--- src/rtl/minilab1_pkg.sv ---
// Shared constants and FSM state type for the Minilab1 matrix-vector loader.
// Sized for eight matrix rows plus the vector, one 64-bit memory word per FIFO.
package minilab1_pkg;

    localparam int NUM_FIFOS      = 9;
    localparam int BYTES_PER_WORD = 8;
    localparam int MEM_DATA_WIDTH = 64;

    typedef enum logic [2:0] {
        IDLE,
        REQ,
        WAIT,
        FILL,
        DONE
    } loader_state_t;

endpackage

--- src/rtl/word_serializer.sv ---
// Holds one memory word and presents its bytes MSB-first, one per advance.
// Zero latency from load to byte 0; the index only moves when i_advance is high.
module word_serializer
    import minilab1_pkg::*;
(
    input  logic                      clk,
    input  logic                      rst_n,
    input  logic                      i_load,
    input  logic [MEM_DATA_WIDTH-1:0] i_word,
    input  logic                      i_advance,
    output logic [7:0]                o_byte,
    output logic                      o_last
);

    localparam int IDX_W = $clog2(BYTES_PER_WORD);

    logic [MEM_DATA_WIDTH-1:0] r_word;
    logic [IDX_W-1:0]          r_idx;
    logic [MEM_DATA_WIDTH-1:0] w_shifted;

    always_ff @(posedge clk or negedge rst_n) begin
        if (!rst_n) begin
            r_word <= '0;
            r_idx  <= '0;
        end else if (i_load) begin
            r_word <= i_word;
            r_idx  <= '0;
        end else if (i_advance) begin
            r_idx  <= r_idx + IDX_W'(1);
        end
    end

    // Byte 0 lives in the top bits, so shift the selected byte up to the MSBs.
    assign w_shifted = r_word << {r_idx, 3'b000};
    assign o_byte    = w_shifted[MEM_DATA_WIDTH-1 -: 8];
    assign o_last    = (r_idx == IDX_W'(BYTES_PER_WORD - 1));

endmodule

--- src/rtl/fifo_loader.sv ---
// Fetches NUM_ROWS+1 words over a single-outstanding read master and writes each, byte by byte, into its FIFO.
// One request per row, no pipelining; a full FIFO stalls the byte stream one cycle per full cycle.
module fifo_loader
    import minilab1_pkg::*;
#(
    parameter int DATA_WIDTH = 8,
    parameter int DEPTH      = 8,
    parameter int NUM_ROWS   = 8,
    parameter int ADDR_WIDTH = 32,
    parameter int BASE_ADDR  = 0
)(
    input  logic                      clk,
    input  logic                      rst_n,
    input  logic                      start,
    output logic                      busy,
    output logic                      done,
    output logic [ADDR_WIDTH-1:0]     mem_address,
    output logic                      mem_read,
    input  logic                      mem_waitrequest,
    input  logic [MEM_DATA_WIDTH-1:0] mem_readdata,
    input  logic                      mem_readdatavalid,
    output logic [NUM_ROWS:0]         wren,
    output logic [DATA_WIDTH-1:0]     wdata,
    input  logic [NUM_ROWS:0]         full
);

    localparam int NF    = NUM_ROWS + 1;
    localparam int ROW_W = $clog2(NF);

    if (DEPTH < BYTES_PER_WORD) begin : g_depth_chk
        $error("fifo_loader: DEPTH must hold a full row");
    end

    loader_state_t    r_state;
    logic [ROW_W-1:0] r_row;
    logic             r_done;

    logic             w_full_row;
    logic             w_advance;
    logic             w_load;
    logic             w_last;
    logic [7:0]       w_byte;

    assign w_full_row = full[r_row];
    assign w_advance  = (r_state == FILL) && !w_full_row;
    // Data arriving outside WAIT is not ours and must not disturb the held word.
    assign w_load     = (r_state == WAIT) && mem_readdatavalid;

    word_serializer u_ser (
        .clk       (clk),
        .rst_n     (rst_n),
        .i_load    (w_load),
        .i_word    (mem_readdata),
        .i_advance (w_advance),
        .o_byte    (w_byte),
        .o_last    (w_last)
    );

    always_ff @(posedge clk or negedge rst_n) begin
        if (!rst_n) begin
            r_state <= IDLE;
            r_row   <= '0;
            r_done  <= 1'b0;
        end else begin
            case (r_state)
                IDLE, DONE: begin
                    if (start) begin
                        r_state <= REQ;
                        r_row   <= '0;
                        r_done  <= 1'b0;
                    end
                end
                REQ: begin
                    if (!mem_waitrequest) r_state <= WAIT;
                end
                WAIT: begin
                    if (mem_readdatavalid) r_state <= FILL;
                end
                FILL: begin
                    if (w_advance && w_last) begin
                        if (r_row == ROW_W'(NUM_ROWS)) begin
                            r_state <= DONE;
                            r_done  <= 1'b1;
                        end else begin
                            r_row   <= r_row + ROW_W'(1);
                            r_state <= REQ;
                        end
                    end
                end
                default: r_state <= IDLE;
            endcase
        end
    end

    assign busy        = (r_state == REQ) || (r_state == WAIT) || (r_state == FILL);
    assign done        = r_done;
    assign mem_read    = (r_state == REQ);
    assign mem_address = mem_read ? (ADDR_WIDTH'(BASE_ADDR) + ADDR_WIDTH'(r_row)) : '0;
    assign wren        = w_advance ? (NF'(1) << r_row) : '0;
    assign wdata       = (r_state == FILL) ? DATA_WIDTH'(w_byte) : '0;

endmodule

--- config.mk ---
export PLATFORM = sky130hd
export DESIGN_NAME = fifo_loader
export DESIGN_NICKNAME = d
export VERILOG_FILES = /design/src/rtl/minilab1_pkg.sv /design/src/rtl/word_serializer.sv /design/src/rtl/fifo_loader.sv
export SDC_FILE = /design/constraint.sdc
export NUM_CORES = 1
export LEC_CHECK = 0
export ABC_AREA = 1
export CAP_MARGIN = 25
export CELL_PAD_IN_SITES_DETAIL_PLACEMENT = 1
export CELL_PAD_IN_SITES_GLOBAL_PLACEMENT = 2
export CORE_MARGIN = 2
export CORE_UTILIZATION = 26
export CTS_CLUSTER_DIAMETER = 200
export DETAILED_ROUTE_END_ITERATION = 16
export HOLD_SLACK_MARGIN = 0.08
export PLACE_DENSITY_LB_ADDON = 0.1
export SLEW_MARGIN = 20
export SYNTH_ARGS = -nofsm -noshare
export SYNTH_HDL_FRONTEND = slang
export SYNTH_HIERARCHICAL = 1
export SYNTH_SLANG_ARGS = --single-unit
--- constraint.sdc ---
create_clock -name clk -period 2.91 [get_ports clk]
set_input_delay 0.582 -clock clk [delete_from_list [all_inputs] [get_ports clk]]
set_output_delay 0.582 -clock clk [all_outputs]
set_load 0.005 [all_outputs]
==> results of run 1 <==
report_power, final:
part	total [mW]	internal [mW]	switching [mW]
Clock	1.18	0.731	0.446
Combinational	2.45	0.900	1.55
Sequential	1.70	1.52	0.183
state kept, by name, indices dropped and copies added, names as in the netlist:
register / cells
u_ser/r_word: 64
r_row: 4
r_state: 3
u_ser/r_idx: 3
done: 1
through the flow:
step / instance area [µm²] / std cells / hold slack [ns]
final: 5818 / 924 / 0.2663
after CTS: 5783 / 924 / 0.4574
after floorplan: 4473 / 632 / 0.2864
after global placement: 5454 / 908 / 0.4919
after global routing: 5818 / 924 / 0.3303
after detailed placement: 5454 / 908 / 0.4879
worst max-delay path, delay by kind of cell:
family | cells | cell delay, ns
AND/OR/NAND/NOR | 6 | 0.60
buffers and inverters | 3 | 1.00
layout make-up:
class	instances	area (µm²)
clock buffer	12	266.5
clock inverter	4	47.55
fill	2028	10710
inverter	104	400.4
multi-input combinational	399	1833
sequential	75	1879
tap	220	275.3
timing repair buffer	110	1116
per-layer routing:
layer / wire length, µm / up-vias / part of all wire / GRT usage
met5: 0 / - / 0 / 0
met4: 191 / 0 / 0.015 / 0.05437
met3: 521 / 11 / 0.040 / 0.03158
met2: 6084 / 78 / 0.47 / 0.2474
met1: 6247 / 1828 / 0.48 / 0.2015
li1: - / 1965 / - / -
repair_timing:
item                       4_1_cts  5_1_grt
pin swaps                        0        0
setup endpoints to repair        7       11
gates resized for setup          5       10
cloned                           0        0
cell families after synthesis:
kind of cell,Yosys count,share of synthesized area
AND/OR/NAND/NOR,293,0.2825
buffers and inverters,158,0.1826
flip-flops,75,0.4293
AO/OA/AOI/OAI,69,0.07985
adder cells (fa/ha/maj),8,0.02290
XOR/XNOR,1,0.002004
other,1,0.0008578
how the worst max path moves through the flow:
stage                          startpoint        to  slack [ns]  depth (start not counted)
3_3_place_gp                      full[1]   wren[0]        0.07                         11
2_1_floorplan                     full[1]   wren[0]        1.05                          9
5_1_grt                           full[5]   wren[5]       0.009                          9
3_5_place_dp                      full[1]   wren[4]      -0.008                         11
6_report                          full[5]   wren[5]        0.15                          9
4_1_cts        u_ser/r_idx[0]$_DFFE_PN0P_  wdata[3]        0.03                         10
layout by cell type, fill, tap and decap left out, types with 4 or more instances in the layout:
| master | n |
|---|---|
| sky130_fd_sc_hd__nor2_2 | 4 |
| sky130_fd_sc_hd__conb_1 | 28 |
| sky130_fd_sc_hd__nand4_1 | 5 |
| sky130_fd_sc_hd__nand3_1 | 45 |
| sky130_fd_sc_hd__clkdlybuf4s50_1 | 97 |
| sky130_fd_sc_hd__nand2_1 | 202 |
| sky130_fd_sc_hd__buf_4 | 6 |
| sky130_fd_sc_hd__ha_1 | 8 |
| sky130_fd_sc_hd__o21ai_1 | 4 |
| sky130_fd_sc_hd__dfrtp_1 | 73 |
| sky130_fd_sc_hd__nor2_1 | 21 |
| sky130_fd_sc_hd__inv_1 | 98 |
| sky130_fd_sc_hd__clkbuf_16 | 9 |
| sky130_fd_sc_hd__o21ai_0 | 64 |
==> results.toml, run 1 <==
[sta]
slew_limit_fails = 0
final_critical_path_setup_slack_ns = 0.1507
period_share = 0.9482
timing_worst_slew_pin_value_ns = 0.7259
max_freq_ghz = 0.3624
grt_setup_unrepaired = "no"
slew_headroom = 0.5161
setup-tns-final_ns = 0
timing.clock.skew_ns = 0.006071
crit_path_time_final_ns = 2.759
report.final.setup_viol = 0
finalHoldViolCount = 0

[synth]
postSynth.topFlopCell = "sky130_fd_sc_hd__dfrtp_1"
synthArstFlopShare = 1.000
synthCells = 605
postSynthAreaPerCell_um2 = 7.226
synth_area_mm2 = 0.004372
post-synth-top-area-fraction = 0.4293
post_synth_num_cell_types = 28
synth-seq-cells = 75
synth_top_cells_by_count = "sky130_fd_sc_hd__nand2_1 (203), sky130_fd_sc_hd__inv_1 (98), sky130_fd_sc_hd__dfrtp_1 (75), sky130_fd_sc_hd__o21ai_0 (64), sky130_fd_sc_hd__nand3_1 (45)"
synth_largest_area_cell = "sky130_fd_sc_hd__dfrtp_1"
synth_enable_flop_cells = 0
yosysMostFrequentCell = "sky130_fd_sc_hd__nand2_1"
synth_area_leaders = "sky130_fd_sc_hd__dfrtp_1 (43%), sky130_fd_sc_hd__nand2_1 (17%), sky130_fd_sc_hd__inv_1 (8.4%), sky130_fd_sc_hd__o21ai_0 (7.3%), sky130_fd_sc_hd__buf_4 (5.5%)"
synth-seq-area-share = 0.4293
synth.yosys.warnings = 6

[global_route]
grt_usage = 0.1524
overflow = 0
first_global_vias = 4201
grt_first_pass_wirelength_um = 21090
antenna_found_initial = 0
maximum_number_of_pins_on_one_net_before_global_route_repair = 76

[worst_setup_path]
worst-r2r-setup-slack_ns = 1.08
class_of_the_most_critical_setup_path = "primary input to output pin"
critical_path_arrival_ns = 2.18
worstRegToRegCells = 9
worstReg2RegEnd = "u_ser/r_idx[0]$_DFFE_PN0P_"
worstReg2RegStart = "r_row[1]$_DFFE_PN0P_"
start_kind = "primary input"
timing.critical_path.fanout_max = 8
slowest_stage_cell_on_the_critical_path = "sky130_fd_sc_hd__clkdlybuf4s50_1"
max_stage_delay_ns = 0.54
crit_required_ns = 2.33
cells_along_the_critical_path = "clkdlybuf4s50_1 > inv_1 > nand2_1 > nand3_1 > nand2_1 > nand2_2 > nand3_4 > nor3_1 > clkdlybuf4s50_1"
cp-end-kind = "output pin"

[floorplanning]
fp.dieH_um = 133.7
rows = 47
dieWidth_um = 133.7
die_area_mm2 = 0.01787
ioPinCount = 130
core_region_area_mm2 = 0.01652
starting_utilization_of_the_core_area = 0.2646

[outcome]
status = "finished clean"

[route]
routed_len_inst_um = 14.12
totalWireLength_um = 13040
drc = 0
via_per_inst = 4.201
detailedRoute.firstIterationViolations = 104
detail_route.first_pass.iterations = 4
drt.antenna.violating_nets = 0
routed-via-count = 3882

[worst_hold_path]
hold_path.class = "primary input to async pin"

[placed_design]
gp_congestion = 0.7576
numPortBuffers = 101
place.detailed.hpwl_um = 9599
dpl_worst_slack_ns = -0.007818

[clocking]
clock_tree_from_tritoncts = "yes"
tritoncts.num_buffers = 9
clk-insertion-delay-late_ns = 0.34
buffer_levels_on_the_longest_clock_path = 2
post_cts_setup_bufs = 0
htree_num_levels = 3
worst_setup_hold_path_clk_slew_ns = 0.06
cts-root-buf = "sky130_fd_sc_hd__clkbuf_16"
cts_hold_buf = 0
clock_sinks = 75

[cells_and_area]
drive_above_1_share = 0.06960
fin_nets = 785
n_antenna_cell = 0
fin_util = 0.3521
area_growth_syn_to_layout_pct = 33.09

[run]
max_cap_violations = 0

[power]
p_leak_nw = 2.914
report.power.total_mw = 5.332
power_density_mw_per_mm2 = 916.5
ir_worst_vdd_uv = 343.6
Power figures use the tool's default switching activity.
==> run 2, diff against run 1 <==
Settings changed: SKIP_LAST_GASP set to 1.
==> run 2 against run 1 <==
Net effect:
- cell count increased by 0.22%
- via count grew 0.49%
- register-to-register slack worse by 0.10 ns
- sequential power barely moved
- maximum frequency is 0.24% higher
- sequential share of layout area decreased by 0.083 points
- routed wire length up 0.23%
- critical endpoint is now wdata[6]
- largest power group unchanged
- highest routed layer unchanged
==> results.toml, run 2 (synthesis gave the netlist of run 1 again) <==
[outcome]
status = "finished clean"

[sta]
slew_limit_fails = 0
timing.clock.skew_ns = 0.004242
grt_setup_unrepaired = "no"
slew_headroom = 0.5161
period_share = 0.9459
crit_path_time_final_ns = 2.753
max_freq_ghz = 0.3633
timing_worst_slew_pin_value_ns = 0.7258
hold_slack_ns = 0.2657
final_critical_path_setup_slack_ns = 0.1573
finalHoldViolCount = 0
report.final.setup_viol = 0

[worst_setup_path]
worstReg2RegStart = "r_row[1]$_DFFE_PN0P_"
crit_required_ns = 2.33
start_kind = "register"
class_of_the_most_critical_setup_path = "register to output pin"
worstRegToRegCells = 10
worstReg2RegEnd = "u_ser/r_idx[0]$_DFFE_PN0P_"
timing.critical_path.fanout_max = 34
worst-r2r-setup-slack_ns = 0.98
cp-end-kind = "output pin"
critical_path_arrival_ns = 2.17

[floorplanning]
die_area_mm2 = 0.01787
ioPinCount = 130
rows = 47
dieWidth_um = 133.7
starting_utilization_of_the_core_area = 0.2646
fp.dieH_um = 133.7
core_region_area_mm2 = 0.01652

[placed_design]
gp_congestion = 0.7576
post_detailed_placement_cell_area_mm2 = 0.005454
place.detailed.hpwl_um = 9599
dpl_worst_slack_ns = -0.007818
place.detailed.instances = 908
numPortBuffers = 101

[cells_and_area]
fin_nets = 787
reg_top3 = "u_ser/r_word x64, r_row x4"
drive_above_1_share = 0.07082
layout.cells.non_filler = 926
largest_register_ff_count = 64
mostFrequentLayoutCell = "sky130_fd_sc_hd__nand2_1"
commonest_cells_after_routing_fill_and_taps_aside = "sky130_fd_sc_hd__nand2_1 (202), sky130_fd_sc_hd__inv_1 (98), sky130_fd_sc_hd__clkdlybuf4s50_1 (95)"
area_growth_syn_to_layout_pct = 33.43
largest_register = "u_ser/r_word"
postLayoutCellArea_mm2 = 0.005833
n_antenna_cell = 0

[clocking]
clock_tree_from_tritoncts = "yes"
worst_setup_hold_path_clk_slew_ns = 0.06
clock_sinks = 75
cts-root-buf = "sky130_fd_sc_hd__clkbuf_16"
htree_num_levels = 3
clk-insertion-delay-late_ns = 0.34
buffer_levels_on_the_longest_clock_path = 2
cts_hold_buf = 0
tritoncts.num_buffers = 9

[power]
p_leak_nw = 2.960
power_density_mw_per_mm2 = 916.9
ir_worst_vdd_uv = 344.6

[global_route]
grt_usage = 0.1523
first_global_vias = 4209
grt_first_pass_wirelength_um = 21100
antenna_found_initial = 0
maximum_number_of_pins_on_one_net_before_global_route_repair = 76
overflow = 0

[route]
routed_len_inst_um = 14.12
detailedRoute.firstIterationViolations = 115
via_per_inst = 4.213
routed-via-count = 3901
totalWireLength_um = 13070
detail_route.first_pass.iterations = 4
drt.antenna.violating_nets = 0
drc = 0

[worst_hold_path]
hold_path.class = "primary input to async pin"

[run]
max_cap_violations = 0
run 2: cell count changes in the layout (fill, tap and decap cells not counted):
cell / before / now
sky130_fd_sc_hd__dlymetal6s2s_1: 3 / 5
sky130_fd_sc_hd__nor3_1: 3 / 4
sky130_fd_sc_hd__buf_4: 6 / 8
sky130_fd_sc_hd__nor3_2: 1 / 0
sky130_fd_sc_hd__clkdlybuf4s50_1: 97 / 95
run 2: report_power, final:
group          total (mW)  internal, mW  switching [mW]
clock network        1.18         0.731           0.449
logic                2.46         0.914            1.55
registers            1.70          1.52           0.184
run 2: worst max-delay path by stage:
stage | slack [ns] | endpoint | startpoint
after global routing | 0.008 | wren[6] | full[5]
final | 0.16 | wdata[6] | u_ser/r_idx[0]$_DFFE_PN0P_
after CTS | -0.008 | wren[4] | full[1]
after floorplan | 1.05 | wren[0] | full[1]
after global placement | 0.07 | wren[0] | full[1]
after detailed placement | -0.008 | wren[4] | full[1]
run 2: through the flow:
| step | util | TNS (ns) | power (mW) |
|---|---|---|---|
| floorplan | - | 0 | 3.362 |
| global placement | 0.3301 | 0 | 4.112 |
| detailed placement | 0.3301 | -0.007818 | 4.187 |
| CTS | 0.3495 | -0.007971 | 5.421 |
| global route | 0.3530 | 0 | 5.895 |
| finish | 0.3530 | 0 | 5.348 |
run 2: what timing repair did:
action	CTS	global route
hold endpoints to repair	0	0
pin swaps	0	1
gates resized for setup	4	12
buffers inserted	0	2
setup endpoints to repair	7	15
run 2: area by class of cell:
| class | count | area (µm²) |
|---|---|---|
| fill | 2034 | 10690 |
| sequential | 75 | 1879 |
| multi-input combinational | 399 | 1828 |
| timing repair buffer | 112 | 1136 |
| inverter | 104 | 400.4 |
| tap | 220 | 275.3 |
| clock buffer | 12 | 266.5 |
| clock inverter | 4 | 47.55 |
run 2: critical path: stages (launching register included):
cell and delay [ns]:
sky130_fd_sc_hd__dfrtp_1 0.38, sky130_fd_sc_hd__buf_6 0.16, sky130_fd_sc_hd__inv_6 0.11, sky130_fd_sc_hd__nand2_1 0.10
sky130_fd_sc_hd__nand3_1 0.12, sky130_fd_sc_hd__nand2_1 0.12, sky130_fd_sc_hd__nand2_1 0.05, sky130_fd_sc_hd__nand2_1 0.07
sky130_fd_sc_hd__inv_1 0.04, sky130_fd_sc_hd__nor2_1 0.13, sky130_fd_sc_hd__clkdlybuf4s50_1 0.52
run 2: metal layers:
metal	GRT usage	wire length, µm
met1	0.2015	6260
met2	0.2468	6063
met3	0.03158	553
met4	0.05437	196
met5	0	0
==> run 3, diff against run 2 <==
Settings changed: DONT_BUFFER_PORTS set to 1.
==> run 3 against run 2 <==
Net effect:
- sequential share of layout area up 7.6 points
- first-iteration DRC count up 1.7%
- combinational power down 13%
- non-clock buffer count down 109
- setup slack better by 0.18 ns
- flip-flop and latch count unchanged
- highest routed layer unchanged
==> results.toml, run 3 (synthesis gave the netlist of run 1 again) <==
[outcome]
status = "finished clean"

[route]
detailedRoute.firstIterationViolations = 117
routed-via-count = 3502
totalWireLength_um = 12750
drt.antenna.violating_nets = 0
routed_len_inst_um = 15.61
via_per_inst = 4.286
detail_route.first_pass.iterations = 4
drc = 0

[floorplanning]
core_region_area_mm2 = 0.01652
dieWidth_um = 133.7
fp.dieH_um = 133.7
starting_utilization_of_the_core_area = 0.2646
rows = 47
ioPinCount = 130
die_area_mm2 = 0.01787

[global_route]
grt_util_met2 = 0.2337
first_global_vias = 3675
grt.met3_usage = 0.03767
groute.layer.met1.usage = 0.1975
antenna_found_initial = 0
overflow = 0
grt_usage = 0.1474
maximum_number_of_pins_on_one_net_before_global_route_repair = 131
global_route.peak_usage_layer = "met2"
grt_first_pass_wirelength_um = 20150

[sta]
finalHoldViolCount = 0
slew_headroom = 0.5224
report.final.setup_viol = 0
crit_path_time_final_ns = 2.575
slew_limit_fails = 0
period_share = 0.8849
setup-tns-final_ns = 0
timing_worst_slew_pin_value_ns = 0.7164
timing.clock.skew_ns = 0.003656
final_critical_path_setup_slack_ns = 0.3350
max_freq_ghz = 0.3884
grt_setup_unrepaired = "no"

[cells_and_area]
fin_nets = 678
nFillCells = 2046
drive_above_1_share = 0.05863
layout.cells.non_filler = 817
area_growth_syn_to_layout_pct = 7.871
reg_top3 = "u_ser/r_word x64, r_row x4"
largest_register_ff_count = 64
fin_util = 0.2854
n_antenna_cell = 0
mostFrequentLayoutCell = "sky130_fd_sc_hd__nand2_1"
commonest_cells_after_routing_fill_and_taps_aside = "sky130_fd_sc_hd__nand2_1 (202), sky130_fd_sc_hd__inv_1 (98), sky130_fd_sc_hd__dfrtp_1 (75)"
largest_register = "u_ser/r_word"
postLayoutCellArea_mm2 = 0.004716

[worst_setup_path]
cp-end-kind = "output pin"
class_of_the_most_critical_setup_path = "register to output pin"
crit_required_ns = 2.33
worstReg2RegStart = "u_ser/r_idx[1]$_DFFE_PN0P_"
timing.critical_path.fanout_max = 9
critical_path.startpoint = "r_row[0]$_DFFE_PN0P_"
critical_path_arrival_ns = 1.99
start_kind = "register"

[placed_design]
post_detailed_placement_cell_area_mm2 = 0.004380
dpl_worst_slack_ns = 0.4712
place.detailed.hpwl_um = 9377
place.detailed.instances = 800
numPortBuffers = 0
gp_congestion = 0.7471

[power]
cell_internal_pwr_mw = 2.845
p_leak_nw = 2.446
combinationalPowerShare = 0.428
ir_worst_vdd_uv = 313.7
power_dissipated_by_switching_net_loads_mw = 2.152
pwr-share-clk = 0.229
power_density_mw_per_mm2 = 1060
portion_of_total_power_attributed_to_sequential_cells = 0.342
power.share.switching = 0.4306

[worst_hold_path]
hold_path.class = "primary input to async pin"

[clocking]
htree_num_levels = 3
worst_setup_hold_path_clk_slew_ns = 0.06
clock_tree_from_tritoncts = "yes"
buffer_levels_on_the_longest_clock_path = 2
clock_sinks = 75
clk-insertion-delay-late_ns = 0.33
cts-root-buf = "sky130_fd_sc_hd__clkbuf_16"
tritoncts.num_buffers = 9

[run]
max_cap_violations = 0
## run 3: cell count changes in the layout (fill, tap and decap cells not counted), moves of 2 or more
cell                              before  now
sky130_fd_sc_hd__dfrtp_2               2    0
sky130_fd_sc_hd__buf_6                 2    0
sky130_fd_sc_hd__nor2_2                4    2
sky130_fd_sc_hd__clkdlybuf4s50_1      95    0
sky130_fd_sc_hd__dfrtp_1              73   75
sky130_fd_sc_hd__dlymetal6s2s_1        5    0
sky130_fd_sc_hd__nor2_1               21   24
sky130_fd_sc_hd__buf_4                 8    1
## run 3: area by class of cell
class / count / area [µm²] / area share
Clock buffer: 12 / 256.5 / 0.05439
Clock inverter: 4 / 48.80 / 0.01035
Inverter: 104 / 395.4 / 0.08384
Multi-Input combinational cell: 399 / 1808 / 0.3834
Sequential cell: 75 / 1877 / 0.3980
Tap cell: 220 / 275.3 / 0.05837
Timing Repair Buffer: 3 / 55.05 / 0.01167
## run 3: layer usage
layer / up-vias / wire [µm]
met5: - / 0
met4: 0 / 174
met3: 11 / 587
met2: 80 / 5784
met1: 1657 / 6205
li1: 1754 / -
## run 3: worst max-delay path, cell delays in order, from the launching register on
cell and delay, ns:
sky130_fd_sc_hd__dfrtp_1 0.49, sky130_fd_sc_hd__inv_2 0.23, sky130_fd_sc_hd__nand2_1 0.08, sky130_fd_sc_hd__nand3_1 0.07, sky130_fd_sc_hd__nand2_1 0.06, sky130_fd_sc_hd__nand2_1 0.12, sky130_fd_sc_hd__nand3_2 0.20, sky130_fd_sc_hd__inv_2 0.15
sky130_fd_sc_hd__nand2_1 0.10, sky130_fd_sc_hd__nor2_1 0.16
## run 3: final timing paths
kind                       slack (ns)  cells past startpoint                            to
min in group clk                 0.37                      2  u_ser/r_word[29]$_DFFE_PN0P_
min                              0.12                      1  u_ser/r_word[48]$_DFFE_PN0P_
max reg2reg                      1.06                      7          r_row[2]$_DFFE_PN0P_
min reg2reg                      0.52                      2              done$_DFFE_PN0P_
max in group asynchronous        2.42                      1  u_ser/r_word[41]$_DFFE_PN0P_
max                              0.34                      9                       wren[0]
## run 3: timing repair
action                                 CTS  global route
setup endpoints to repair                0             1
hold buffers                             1             0
buffers inserted                         0             0
resized for setup                        0             1
endpoints found under the hold margin   75             0
## run 3: power by group through the flow
stage / Combinational [mW] / Sequential [mW] / Clock [mW]
2_1_floorplan: 1.71 / 1.66 / 0
3_3_place_gp: 2.14 / 1.72 / 0
3_5_place_dp: 2.17 / 1.73 / 0
4_1_cts: 2.21 / 1.72 / 1.19
5_1_grt: 2.52 / 1.76 / 1.23
6_report: 2.14 / 1.71 / 1.15
## run 3: metrics by stage
step	hold slack, ns	total power, mW
after floorplan	0.2864	3.362
after global placement	0.2898	3.857
after detailed placement	0.2902	3.902
after CTS	0.1580	5.116
after global routing	0.1610	5.511
final	0.1193	4.997
